`src/rtl/dmem_access_ctrl_if.sv`:
```
// rtl/dmem_access_ctrl_if.sv - CPU request and data-memory bus bundle for dmem_access_ctrl
`timescale 1ns/1ps

interface dmem_access_ctrl_if #(
   parameter int DATA_WIDTH = 32,
   parameter int ADDR_WIDTH = 32
) ();
   logic                  req;
   logic                  req_we;
   logic [1:0]            req_size;
   logic                  req_signed;
   logic [ADDR_WIDTH-1:0] req_addr;
   logic [DATA_WIDTH-1:0] req_wdata;
   logic                  busy;
   logic                  done;
   logic                  err;
   logic [DATA_WIDTH-1:0] rdata;
   logic [ADDR_WIDTH-1:0] mem_addr;
   logic [DATA_WIDTH-1:0] mem_wdata;
   logic                  mem_we;
   logic [DATA_WIDTH-1:0] mem_rdata;

   // The controller is the slave of the CPU request and the driver of the memory pins.
   modport slave (
      input  req, req_we, req_size, req_signed, req_addr, req_wdata, mem_rdata,
      output busy, done, err, rdata, mem_addr, mem_wdata, mem_we
   );

   modport master (
      output req, req_we, req_size, req_signed, req_addr, req_wdata, mem_rdata,
      input  busy, done, err, rdata, mem_addr, mem_wdata, mem_we
   );
endinterface

```
`src/rtl/dmem_access_ctrl.sv`:
```
// rtl/dmem_access_ctrl.sv - data-memory initiator: sized loads with extension, RMW sub-word stores
`timescale 1ns/1ps

module dmem_access_ctrl #(
   parameter int DATA_WIDTH = 32,
   parameter int ADDR_WIDTH = 32
) (
   input  logic                clk,
   input  logic                rst,
   dmem_access_ctrl_if.slave   bus
);
   typedef enum logic [2:0] {
      S_IDLE,
      S_ISSUE,
      S_WAIT,
      S_WRITE,
      S_DONE
   } state_t;

   localparam logic [1:0] SZ_BYTE = 2'b00;
   localparam logic [1:0] SZ_HALF = 2'b01;
   localparam logic [1:0] SZ_WORD = 2'b10;
   localparam logic [DATA_WIDTH-1:0] BYTE_MASK = DATA_WIDTH'(32'h0000_00FF);
   localparam logic [DATA_WIDTH-1:0] HALF_MASK = DATA_WIDTH'(32'h0000_FFFF);

   state_t                state_q, state_d;
   logic                  we_q, we_d;
   logic [1:0]            size_q, size_d;
   logic                  sgn_q, sgn_d;
   logic [1:0]            off_q, off_d;
   logic [DATA_WIDTH-1:0] wdata_q, wdata_d;
   logic                  busy_q, busy_d;
   logic                  done_q, done_d;
   logic                  err_q, err_d;
   logic [DATA_WIDTH-1:0] rdata_q, rdata_d;
   logic [ADDR_WIDTH-1:0] mem_addr_q, mem_addr_d;
   logic [DATA_WIDTH-1:0] mem_wdata_q, mem_wdata_d;
   logic                  mem_we_q, mem_we_d;

   logic                  req_bad;
   logic [4:0]            lane_sh;
   logic [DATA_WIDTH-1:0] lane_mask;
   logic [DATA_WIDTH-1:0] shifted;
   logic [DATA_WIDTH-1:0] load_val;
   logic [DATA_WIDTH-1:0] merged;

   // Lane position of the latched access applied to the word arriving in WAIT.
   always_comb begin
      lane_sh   = (size_q == SZ_BYTE) ? {off_q, 3'b000} : {off_q[1], 4'b0000};
      lane_mask = ((size_q == SZ_BYTE) ? BYTE_MASK : HALF_MASK) << lane_sh;
      shifted   = bus.mem_rdata >> lane_sh;
      merged    = (bus.mem_rdata & ~lane_mask) | ((wdata_q << lane_sh) & lane_mask);
      case (size_q)
         SZ_BYTE: load_val = {{(DATA_WIDTH-8){sgn_q & shifted[7]}}, shifted[7:0]};
         SZ_HALF: load_val = {{(DATA_WIDTH-16){sgn_q & shifted[15]}}, shifted[15:0]};
         default: load_val = bus.mem_rdata;
      endcase
   end

   always_comb begin
      req_bad = (bus.req_size == 2'b11)
              || (bus.req_size == SZ_HALF && bus.req_addr[0])
              || (bus.req_size == SZ_WORD && bus.req_addr[1:0] != 2'b00);
   end

   always_comb begin
      state_d     = state_q;
      we_d        = we_q;
      size_d      = size_q;
      sgn_d       = sgn_q;
      off_d       = off_q;
      wdata_d     = wdata_q;
      err_d       = 1'b0;
      rdata_d     = rdata_q;
      mem_addr_d  = mem_addr_q;
      mem_wdata_d = mem_wdata_q;
      case (state_q)
         S_IDLE: begin
            if (bus.req) begin
               we_d    = bus.req_we;
               size_d  = bus.req_size;
               sgn_d   = bus.req_signed;
               off_d   = bus.req_addr[1:0];
               wdata_d = bus.req_wdata;
               if (req_bad) begin
                  state_d = S_DONE;
                  err_d   = 1'b1;
               end else begin
                  mem_addr_d = {bus.req_addr[ADDR_WIDTH-1:2], 2'b00};
                  if (bus.req_we && bus.req_size == SZ_WORD) begin
                     state_d     = S_WRITE;
                     mem_wdata_d = bus.req_wdata;
                  end else begin
                     state_d = S_ISSUE;
                  end
               end
            end
         end
         S_ISSUE: state_d = S_WAIT;
         S_WAIT: begin
            if (we_q) begin
               state_d     = S_WRITE;
               mem_wdata_d = merged;
            end else begin
               state_d = S_DONE;
               rdata_d = load_val;
            end
         end
         S_WRITE: state_d = S_DONE;
         S_DONE:  state_d = S_IDLE;
         default: state_d = S_IDLE;
      endcase
      busy_d   = (state_d != S_IDLE);
      done_d   = (state_d == S_DONE);
      mem_we_d = (state_d == S_WRITE);
   end

   always_ff @(posedge clk or negedge rst) begin
      if (!rst) begin
         state_q     <= S_IDLE;
         we_q        <= 1'b0;
         size_q      <= 2'b00;
         sgn_q       <= 1'b0;
         off_q       <= 2'b00;
         wdata_q     <= '0;
         busy_q      <= 1'b0;
         done_q      <= 1'b0;
         err_q       <= 1'b0;
         rdata_q     <= '0;
         mem_addr_q  <= '0;
         mem_wdata_q <= '0;
         mem_we_q    <= 1'b0;
      end else begin
         state_q     <= state_d;
         we_q        <= we_d;
         size_q      <= size_d;
         sgn_q       <= sgn_d;
         off_q       <= off_d;
         wdata_q     <= wdata_d;
         busy_q      <= busy_d;
         done_q      <= done_d;
         err_q       <= err_d;
         rdata_q     <= rdata_d;
         mem_addr_q  <= mem_addr_d;
         mem_wdata_q <= mem_wdata_d;
         mem_we_q    <= mem_we_d;
      end
   end

   assign bus.busy      = busy_q;
   assign bus.done      = done_q;
   assign bus.err       = err_q;
   assign bus.rdata     = rdata_q;
   assign bus.mem_addr  = mem_addr_q;
   assign bus.mem_wdata = mem_wdata_q;
   assign bus.mem_we    = mem_we_q;
endmodule

```
`src/flat_wrapper.sv`:
```
// flat-port wrapper written by rule: the top's interface ports become plain ports
module dmem_access_ctrl_flat 
#(
   parameter int DATA_WIDTH = 32,
   parameter int ADDR_WIDTH = 32
)
  (clk, rst, bus_req, bus_req_we, bus_req_size, bus_req_signed, bus_req_addr, bus_req_wdata, bus_mem_rdata, bus_busy, bus_done, bus_err, bus_rdata, bus_mem_addr, bus_mem_wdata, bus_mem_we);
  dmem_access_ctrl_if #(.DATA_WIDTH(DATA_WIDTH), .ADDR_WIDTH(ADDR_WIDTH)) bus_i ();
  input  logic clk;
  input  logic rst;
  input wire logic [$bits(bus_i.req)-1:0] bus_req;
  input wire logic [$bits(bus_i.req_we)-1:0] bus_req_we;
  input wire logic [$bits(bus_i.req_size)-1:0] bus_req_size;
  input wire logic [$bits(bus_i.req_signed)-1:0] bus_req_signed;
  input wire logic [$bits(bus_i.req_addr)-1:0] bus_req_addr;
  input wire logic [$bits(bus_i.req_wdata)-1:0] bus_req_wdata;
  input wire logic [$bits(bus_i.mem_rdata)-1:0] bus_mem_rdata;
  output wire logic [$bits(bus_i.busy)-1:0] bus_busy;
  output wire logic [$bits(bus_i.done)-1:0] bus_done;
  output wire logic [$bits(bus_i.err)-1:0] bus_err;
  output wire logic [$bits(bus_i.rdata)-1:0] bus_rdata;
  output wire logic [$bits(bus_i.mem_addr)-1:0] bus_mem_addr;
  output wire logic [$bits(bus_i.mem_wdata)-1:0] bus_mem_wdata;
  output wire logic [$bits(bus_i.mem_we)-1:0] bus_mem_we;
  assign bus_i.req = bus_req;
  assign bus_i.req_we = bus_req_we;
  assign bus_i.req_size = bus_req_size;
  assign bus_i.req_signed = bus_req_signed;
  assign bus_i.req_addr = bus_req_addr;
  assign bus_i.req_wdata = bus_req_wdata;
  assign bus_i.mem_rdata = bus_mem_rdata;
  assign bus_busy = bus_i.busy;
  assign bus_done = bus_i.done;
  assign bus_err = bus_i.err;
  assign bus_rdata = bus_i.rdata;
  assign bus_mem_addr = bus_i.mem_addr;
  assign bus_mem_wdata = bus_i.mem_wdata;
  assign bus_mem_we = bus_i.mem_we;
  dmem_access_ctrl #(.DATA_WIDTH(DATA_WIDTH), .ADDR_WIDTH(ADDR_WIDTH)) u_core (.clk(clk), .rst(rst), .bus(bus_i));
endmodule
```
`config.mk`:
```
export PLATFORM = sky130hd
export DESIGN_NAME = dmem_access_ctrl_flat
export DESIGN_NICKNAME = d
export VERILOG_FILES = /design/src/rtl/dmem_access_ctrl_if.sv /design/src/rtl/dmem_access_ctrl.sv /design/src/flat_wrapper.sv
export SDC_FILE = /design/constraint.sdc
export NUM_CORES = 1
export LEC_CHECK = 0
export CAP_MARGIN = 25
export CORE_MARGIN = 1.5
export CORE_UTILIZATION = 45
export CTS_BUF_LIST = sky130_fd_sc_hd__clkbuf_4
export CTS_CLUSTER_SIZE = 25
export DETAILED_ROUTE_END_ITERATION = 8
export PLACE_DENSITY = 0.79
export SLEW_MARGIN = 30
export SYNTH_ARGS = -nofsm -noshare
export SYNTH_HDL_FRONTEND = slang
export SYNTH_SLANG_ARGS = --single-unit
```
`constraint.sdc`:
```
create_clock -name clk -period 7.7 [get_ports clk]
set_clock_uncertainty 0.2 [all_clocks]
set_input_delay 1.155 -clock clk [delete_from_list [all_inputs] [get_ports clk]]
set_output_delay 1.155 -clock clk [all_outputs]
set_load 0.02 [all_outputs]
```
==> results.yml <==
outcome:
  status: "finished clean"
final_layout:
  n_antenna_cell: 0
  fin_util: 0.645
  final_cells: 970
  finalNetCount: 884
  final_cell_mix: "199 x clkdlybuf4s50_1, 123 x dfrtp_1, 62 x o21ai_0, 62 x mux2_2, 48 x a21oi_1"
  area_delta_synth_final_pct: 39.6
  drive_above_1_share: 0.149
  fillers: 1093
  post-route-cell-area_mm2: 0.00854
  layout_commonest_cell: "clkdlybuf4s50_1"
worst_setup_path:
  crit_buf_inv: 2
  r2r.worst_path.cells: 7
  slowest_delay_ns: 0.47
  rr_startpoint: "u_core.off_q[0]"
  critPathCaptureType: "flop"
  worstSetupStartpoint: "bus_req_size[0]"
  worst_setup_path_start_kind: "primary input"
  crit_path_end: "u_core.bus.mem_wdata[5]"
  crit_chain: "clkdlybuf4s50_1 -> nor3_1 -> a211oi_1 -> a2111oi_4 -> buf_4 -> mux2_2"
  crit_cells: 6
  cp.required_ns: 7.92
  cpMaxStageDelayCell: "nor3_1"
  cp_max_fo: 33
  crit_type: "primary input to flop"
  reg2reg_slack_ns: 4.51
  r2r_end: "u_core.bus.rdata[23]"
  cp.arrival_ns: 3.58
  crit_family: "buffers and inverters"
routing:
  firstDrtPassIters: 5
  ant_nets: 0
  drt_iter0_markers: 451
  wirelength_um: 19300
  drc_errors: 0
  avgViaCountPerCell: 5.68
  num_vias: 5507
  wire_per_inst_um: 19.9
clock_network:
  path_clk_slew_ns: 0.10
  cts_root_buf: "clkbuf_4"
  cts_sinks: 123
  cts_resized: 0
  clock_latency_ns: 0.54
  cts_buffers: 17
  post_cts_buffers: 0
  tritoncts: "built"
  cts_buffer_depth: 2
  cts-htree-levels: 4
  ctsHoldBuffers: 0
grt:
  antenna_found_initial: 0
  grt_use_total: 0.274
  grt_first_pass_wirelength_um: 30300
  grt_overflow: 0
  grt_pass1_vias: 5715
  grt_start_max_net_pins: 88
hold_path:
  min_path_type: "flop to flop"
  whs_path_depth: 2
floorplanning:
  dieArea_mm2: 0.0143
  rows: 42
  die_w_um: 120
  coreArea_mm2: 0.0132
  io_pins: 203
  start_util: 0.462
  die_h_um: 120
synthesis:
  synth_warnings: 0
  synthCells: 601
  synth_area_mm2: 0.00612
  seq_area_frac_synth: 0.503
  netlist-cell-type-count: 42
  post_synth.cell_area_avg_um2: 10.2
  synth_seq_cells: 123
sta:
  setup_viol: 0
  fin_ws_ns: 4.34
  fin_crit_sh: 0.436
  worst_pin_slew_ns: 0.915
  max_freq_ghz: 0.298
  slew-limit-headroom: 0.389
  rsz0062_at_grt: "no"
  finalSetupTns_ns: 0
  hold_viol: 0
  slew_violations: 0
  period_minus_slack_ns: 3.36
power_and_ir_drop:
  powerDensity_mw_per_mm2: 433
  power.leakage_nw: 3.50
  worst_ir_drop_vdd_mv: 0.258
placement:
  gp_congestion: 0.911
  place_area_mm2: 0.00823
  io_buffers: 200
  dpl_worst_slack_ns: 3.77
  hpwl_um: 13900
  placed_cells: 938
run:
  drv_cap: 0
-- where the power goes --
part | switching (mW) | internal, mW
registers | 0.215 | 0.963
clock network | 0.233 | 0.272
logic | 1.10 | 0.917
total | 1.55 | 2.15
-- state kept, by name (all words and copies together), names as in the netlist --
| signal | count |
|---|---|
| u_core.bus.busy | 1 |
| u_core.bus.done | 1 |
| u_core.bus.err | 1 |
| u_core.bus.mem_addr | 30 |
| u_core.bus.mem_wdata | 32 |
| u_core.bus.mem_we | 1 |
| u_core.bus.rdata | 32 |
| u_core.off_q | 2 |
| u_core.sgn_q | 1 |
| u_core.size_q | 2 |
| u_core.state_q | 3 |
| u_core.wdata_q | 16 |
| u_core.we_q | 1 |
-- cell families (layout without fill, tap and decap cells) --
family,after synthesis,in the layout,share of synthesized area
other cells,1,2,0.000613
buf+inv,80,272,0.0519
simple gates,136,136,0.114
compound gates,180,180,0.182
flops,123,123,0.503
mux,81,81,0.148
-- cells in the mapped netlist, drive strengths merged --
cell type  count  area [um2]
a2111oi        1        27.5
a211o          7        61.3
a211oi         1        7.51
a21oi         48         240
a221oi         1        8.76
a2bb2oi        7        61.3
a31oi         17         106
a32oi          1        8.76
and3           1        6.26
buf           11        58.8
clkbuf        41         154
conb           1        3.75
dfrtp        123        3080
inv           28         105
mux2          64         721
mux2i         16         160
mux4           1        22.5
nand2         34         128
nand2b         7        43.8
nand3         16        80.1
nor2          42         158
nor2b          8        50.1
nor3           4        20.0
nor3b          3        32.5
nor4b          1        23.8
nor4bb         7        70.1
o211a          1        10.0
o211ai         8        60.1
o21a           1        7.51
o21ai         67         339
o21ba          2        20.0
o221ai        17         149
o31a           1        8.76
or2            1        6.26
or3            9        56.3
or3b           3        26.3
-- worst min-delay path, delay by kind of cell, from the launching register on --
| family | cells | cell delay, ns |
|---|---|---|
| simple gates | 1 | 0.05 |
| flops | 1 | 0.36 |
| compound gates | 1 | 0.06 |
-- final cells by class --
class	count	area, um2	area share
multi-input cells	399	2740	0.320
repair buffers	212	2090	0.245
clock inverters	10	148	0.0173
inverters	28	105	0.0123
clock buffers	22	165	0.0193
flip-flops and latches	123	3080	0.360
well taps	176	220	0.0258
-- routing by layer --
metal	global-route usage	wire length [um]
met1	0.341	7700
met2	0.436	9320
met3	0.0936	1640
met4	0.118	603
met5	0	0
-- through the flow --
stage / total power, mW / hold slack [ns]
CTS: 3.70 / 0.306
floorplan: 2.33 / 0.274
detailed placement: 3.19 / 0.279
finish: 3.70 / 0.300
global placement: 3.12 / 0.266
global route: 3.91 / 0.320
-- worst min-delay path by stage --
stage	startpoint	end
final	u_core.bus.rdata[6]	u_core.bus.rdata[6]
after CTS	u_core.bus.rdata[8]	u_core.bus.rdata[8]
after global placement	u_core.bus.rdata[3]	u_core.bus.rdata[3]
after global routing	u_core.bus.mem_wdata[1]	u_core.bus.mem_wdata[1]
after detailed placement	u_core.bus.rdata[15]	u_core.bus.rdata[15]
after floorplan	u_core.wdata_q[11]	u_core.wdata_q[11]
No activity file was read; power rests on OpenSTA's default activity.
==> variant 1, RTL diff (same settings) <==
Encoding of `state_t`: now one-hot (5 bits for 5 states).
--- a/src/rtl/dmem_access_ctrl.sv
+++ b/src/rtl/dmem_access_ctrl.sv
@@ -11,8 +11,8 @@
 );
-   typedef enum logic [2:0] {
-      S_IDLE,
-      S_ISSUE,
-      S_WAIT,
-      S_WRITE,
-      S_DONE
+   typedef enum logic [4:0] {
+      S_IDLE  = 5'b00001,
+      S_ISSUE = 5'b00010,
+      S_WAIT  = 5'b00100,
+      S_WRITE = 5'b01000,
+      S_DONE  = 5'b10000
    } state_t;
Check against the original RTL: no difference found for any inputs over 4 cycles, from zero or initial values and one cycle with rst low; so few cycles prove little.
==> variant 1 against the unedited design <==
Register-to-register slack about the same. Setup slack worse by 0.21 ns. Die area up 1.4%. Wire length down 2.3%. Non-clock buffer count down 5. Area after synthesis up 1.4%. Design area down 0.19%. Sequential cell count up 2. Power down 15%. Critical path type unchanged. Largest cell class unchanged.
==> variant 1: results (changes against the unedited design) <==
qor: logic_synthesis.synthXorXnorAreaFrac 0.00141 [+0.00141]
qor: critical_path.reg2reg_setup_slack 4.50 ns [about the same]
qor: critical_path.cpLargestDelayFamily simple AND/OR/NAND/NOR gates
qor: critical_path.r2r-start u_core.state_q[2]
qor: clocking.clk_latency 0.56 ns [+0.02 ns]
qor: power_and_ir_drop.vdd_drop_max 0.000234 V [-9.3%]
qor: critical_path.critPathLaunch bus_req
qor: drt.routed-wl-met3 1750 um [+6.9%]
qor: grt.met3_usage 0.0882 [-0.00542]
qor: drt.wl_per_cell 19.8 um [-0.44%]
qor: place.placement_setup_slack 3.22 ns [-0.554 ns]
qor: grt.grt_use_met2 0.414 [-0.0224]
qor: grt.grt_pass1_vias 5446 [-4.7%]
qor: worst_hold_path.timing.hold.worst_endpoint u_core.bus.rdata[15]
qor: logic_synthesis.post_synth_most_frequent_cells sky130_fd_sc_hd__dfrtp_1 (124), sky130_fd_sc_hd__mux2_2 (55), sky130_fd_sc_hd__nor2_1 (46)
qor: sta.minimum_clock_period 3.57 ns [+0.211 ns]
qor: final_layout.drive_above_1_share 0.152 [+0.00345]
qor: final_layout.fill_count 1078 [-1.4%]
qor: worst_hold_path.timing.hold.worst_path_depth 1 [-1]
qor: logic_synthesis.synth_mux_area_frac 0.113 [-0.0349]
qor: critical_path.slowest_stage sky130_fd_sc_hd__nand4_2
qor: place.place_congestion 0.856 [-6.0%]
qor: worst_hold_path.worstHoldStart u_core.bus.rdata[15]
qor: grt.track_usage 0.266 [-0.00802]
qor: sta.max_slew.worst_pin.slew 0.848 ns [-0.0672 ns]
qor: grt.grt_first_pass_wirelength 29400 um [-2.8%]
qor: logic_synthesis.netlist-cell-type-count 55 [+31%]
qor: grt.grt_max_degree 81 [-8.0%]
qor: power_and_ir_drop.power.static_leakage 3.57 nW [+2.0%]
qor: drt.routed-wl-met2 8760 um [-6.0%]
qor: critical_path.worst_r2r_path_depth 5 [-2]
qor: place.count_of_input_and_output_buffers 200 [unchanged]
qor: logic_synthesis.synth-compound-area-share 0.202 [+0.0199]
qor: critical_path.regToRegEndpoint u_core.bus.mem_wdata[24]
qor: final_layout.finish.net_count 866 [-2.0%]
qor: logic_synthesis.ys_top_cells_by_area sky130_fd_sc_hd__dfrtp_1 (50%), sky130_fd_sc_hd__mux2_2 (10%), sky130_fd_sc_hd__o21ai_0 (3.1%)
qor: critical_path.cpPeakStageDelay 0.71 ns [+0.24 ns]
qor: critical_path.path_max_fanout 31 [-6.1%]
qor: grt.grt_util_met1 0.344 [+0.00232]
qor: run_status.status finished, final reports clean
[variant 1: cell count changes in the layout (fill, tap and decap cells not counted), moves of 8 or more]
cell	change
sky130_fd_sc_hd__o21ai_0	-23
sky130_fd_sc_hd__a21oi_1	-19
sky130_fd_sc_hd__a22oi_1	+8
sky130_fd_sc_hd__a21boi_0	+8
sky130_fd_sc_hd__mux2i_1	-14
sky130_fd_sc_hd__a211oi_1	+15
sky130_fd_sc_hd__o221ai_1	-9
sky130_fd_sc_hd__a31oi_1	-12
sky130_fd_sc_hd__inv_1	-23
sky130_fd_sc_hd__and2_1	+8
sky130_fd_sc_hd__o31ai_1	+17
[variant 1: report_power, final]
part	switching (W)	internal (W)	total [W]
Sequential	0.000222	0.000945	0.00117
Clock	0.000257	0.000157	0.000414
Combinational	0.000812	0.000763	0.00158
Total	0.00129	0.00186	0.00316
[variant 1: cell type report]
type,count,share of cell area
flip-flops and latches,125,0.367
multi-input cells,405,0.332
repair buffers,207,0.242
well taps,176,0.0258
clock buffers,17,0.0150
clock inverters,15,0.0148
inverters,7,0.00308
[variant 1: per-stage QoR]
stage / cells / power [W] / instance area (um2) / hold slack [ns] / utilization
after floorplan: 588 / 0.00201 / 6210 / 0.273 / -
after global placement: 918 / 0.00271 / 8230 / 0.266 / 0.617
after detailed placement: 919 / 0.00274 / 8250 / 0.273 / 0.618
after CTS: 951 / 0.00317 / 8500 / 0.298 / 0.637
after global routing: 952 / 0.00335 / 8520 / 0.307 / 0.639
final: 952 / 0.00316 / 8520 / 0.292 / 0.639
[variant 1: kinds of logic (layout without fill, tap and decap cells)]
logic type / Yosys count / count (layout)
AOI/OAI and AO/OA: 180 / 180
DFF: 125 / 125
buffers and inverters: 58 / 246
and+or+nand+nor: 162 / 162
xor gates and xnor gates: 1 / 1
muxes: 60 / 60
other: 1 / 2
==> variant 2, RTL diff (same settings) <==
Made on the original files. `ADDR_WIDTH` is set to 32 in 3 places; all go to 40.
--- a/src/rtl/dmem_access_ctrl_if.sv
+++ b/src/rtl/dmem_access_ctrl_if.sv
@@ -5,3 +5,3 @@
    parameter int DATA_WIDTH = 32,
-   parameter int ADDR_WIDTH = 32
+   parameter int ADDR_WIDTH = 40
 ) ();
--- a/src/rtl/dmem_access_ctrl.sv
+++ b/src/rtl/dmem_access_ctrl.sv
@@ -5,3 +5,3 @@
    parameter int DATA_WIDTH = 32,
-   parameter int ADDR_WIDTH = 32
+   parameter int ADDR_WIDTH = 40
 ) (
--- a/src/flat_wrapper.sv
+++ b/src/flat_wrapper.sv
@@ -4,3 +4,3 @@
    parameter int DATA_WIDTH = 32,
-   parameter int ADDR_WIDTH = 32
+   parameter int ADDR_WIDTH = 40
 )
Interface: changed (resized bus_mem_addr and bus_req_addr); port bits go from 203 to 219. No check against the original RTL was run, so the function may have changed too.
==> variant 2 against the unedited design <==
Core utilization up 0.51 points. Power is 5.2% higher. Count of clock-buffer cells in the layout is 5 lower. Largest power group unchanged. Setup slack got worse by 0.18 ns. Non-clock buffer count is 15 higher. Wire length is 3.3% higher. Largest cell class unchanged. Fmax down 5.1%. Critical path depth stayed put. Critical path type unchanged. Sequential cell count is 8 higher. Area after synthesis grew 4.8%. Design area rose by 5.7%. Cell count up 3.7%. Combinational power increased by 4%.
==> variant 2: results (changes against the unedited design) <==
qor: drt.wl_per_cell 19.8 um [-0.41%]
qor: logic_synthesis.netlist-cell-type-count 40 [-4.8%]
qor: critical_path.timing.critical_path.to u_core.bus.mem_wdata[3]
qor: grt.grt_max_degree 80 [-9.1%]
qor: sta.minimum_clock_period 3.54 ns [+0.180 ns]
qor: drt.detailedRoute.firstPassIterationCount 7 [+2]
qor: grt.track_usage 0.271 [-0.00359]
qor: drt.dr_total_vias 5728 [+4.0%]
qor: grt.grt_pass1_vias 5759 [+0.77%]
qor: power_and_ir_drop.power.static_leakage 3.68 nW [+5.1%]
qor: place.detailed_place.area 0.00870 mm2 [+5.7%]
qor: critical_path.worst_r2r_path_depth 6 [-1]
qor: place.place_congestion 0.907 [-0.44%]
qor: worst_hold_path.timing.hold.worst_endpoint u_core.bus.rdata[8]
qor: power_and_ir_drop.internal_power 0.00225 W [+4.8%]
qor: power_and_ir_drop.switching_share 0.420 [+0.00227]
qor: logic_synthesis.syn_area_per_cell 10.4 um2 [+1.9%]
qor: place.numPlacedInstances 973 [+3.7%]
qor: run_status.status finished, final reports clean
qor: final_layout.fill_count 1120 [+2.5%]
qor: final_layout.finish.cell_count_without_fillers 1006 [+3.7%]
qor: clocking.clk_latency 0.56 ns [+0.02 ns]
qor: logic_synthesis.ys_top_cells_by_area sky130_fd_sc_hd__dfrtp_1 (51%), sky130_fd_sc_hd__mux2_2 (13%), sky130_fd_sc_hd__o21ai_0 (5.2%)
qor: sta.fin_worst_hold_slack 0.295 ns [-0.00505 ns]
qor: critical_path.reg2reg_setup_slack 4.55 ns [+0.04 ns]
qor: final_layout.finish.utilization 0.650 [+0.00515]
qor: place.placement_setup_slack 3.58 ns [-0.193 ns]
qor: grt.antenna_found_initial 1 [+1]
qor: final_layout.drive_above_1_share 0.154 [+0.00532]
qor: place.count_of_input_and_output_buffers 216 [+8.0%]
qor: logic_synthesis.post_synth_most_frequent_cells sky130_fd_sc_hd__dfrtp_1 (131), sky130_fd_sc_hd__mux2_2 (72), sky130_fd_sc_hd__o21ai_0 (66)
qor: power_and_ir_drop.power.clock.fraction 0.133 [-0.003]
qor: power_and_ir_drop.seq_power_share 0.328 [+0.009]
qor: place.placed_wire_length_estimate_after_detailed_placement 14600 um [+4.8%]
qor: final_layout.finish.net_count 923 [+4.4%]
qor: die.die_area 0.0150 mm2 [+4.7%]
qor: worst_hold_path.hold_class register to register
qor: critical_path.regToRegEndpoint u_core.bus.rdata[28]
qor: critical_path.worst_ep_arrival_time 3.78 ns [+0.20 ns]
qor: logic_synthesis.synth-seq-area-share 0.511 [+0.00825]
## variant 2: cell count changes in the layout (fill, tap and decap cells not counted), sizes merged, moves of 4 or more
cell / before / now
clkinvlp: 0 / 4
clkbuf: 22 / 17
mux2: 64 / 72
clkdlybuf4s50: 199 / 215
dfrtp: 123 / 131
## variant 2: final cells by class
type	count	area share
antenna	1	0.000277
clock buffer	17	0.0141
clock inverter	15	0.0211
inverter	28	0.0116
multi-input combinational	407	0.314
sequential	131	0.363
tap	180	0.0250
timing repair buffer	227	0.251
## variant 2: cell families after synthesis
kind of cell / Yosys count / synth area share
simple gates: 136 / 0.109
buf+inv: 81 / 0.0500
flops: 131 / 0.511
other cells: 1 / 0.000585
mux: 89 / 0.155
compound gates: 180 / 0.174
## variant 2: metal layers
metal  GRT usage  up-vias  routed length (um)
met1       0.345     2775                8040
met5           0        -                   0
met2       0.428      311                9360
met4       0.112        0                 557
li1            -     2599                   -
met3      0.0855       43                1940
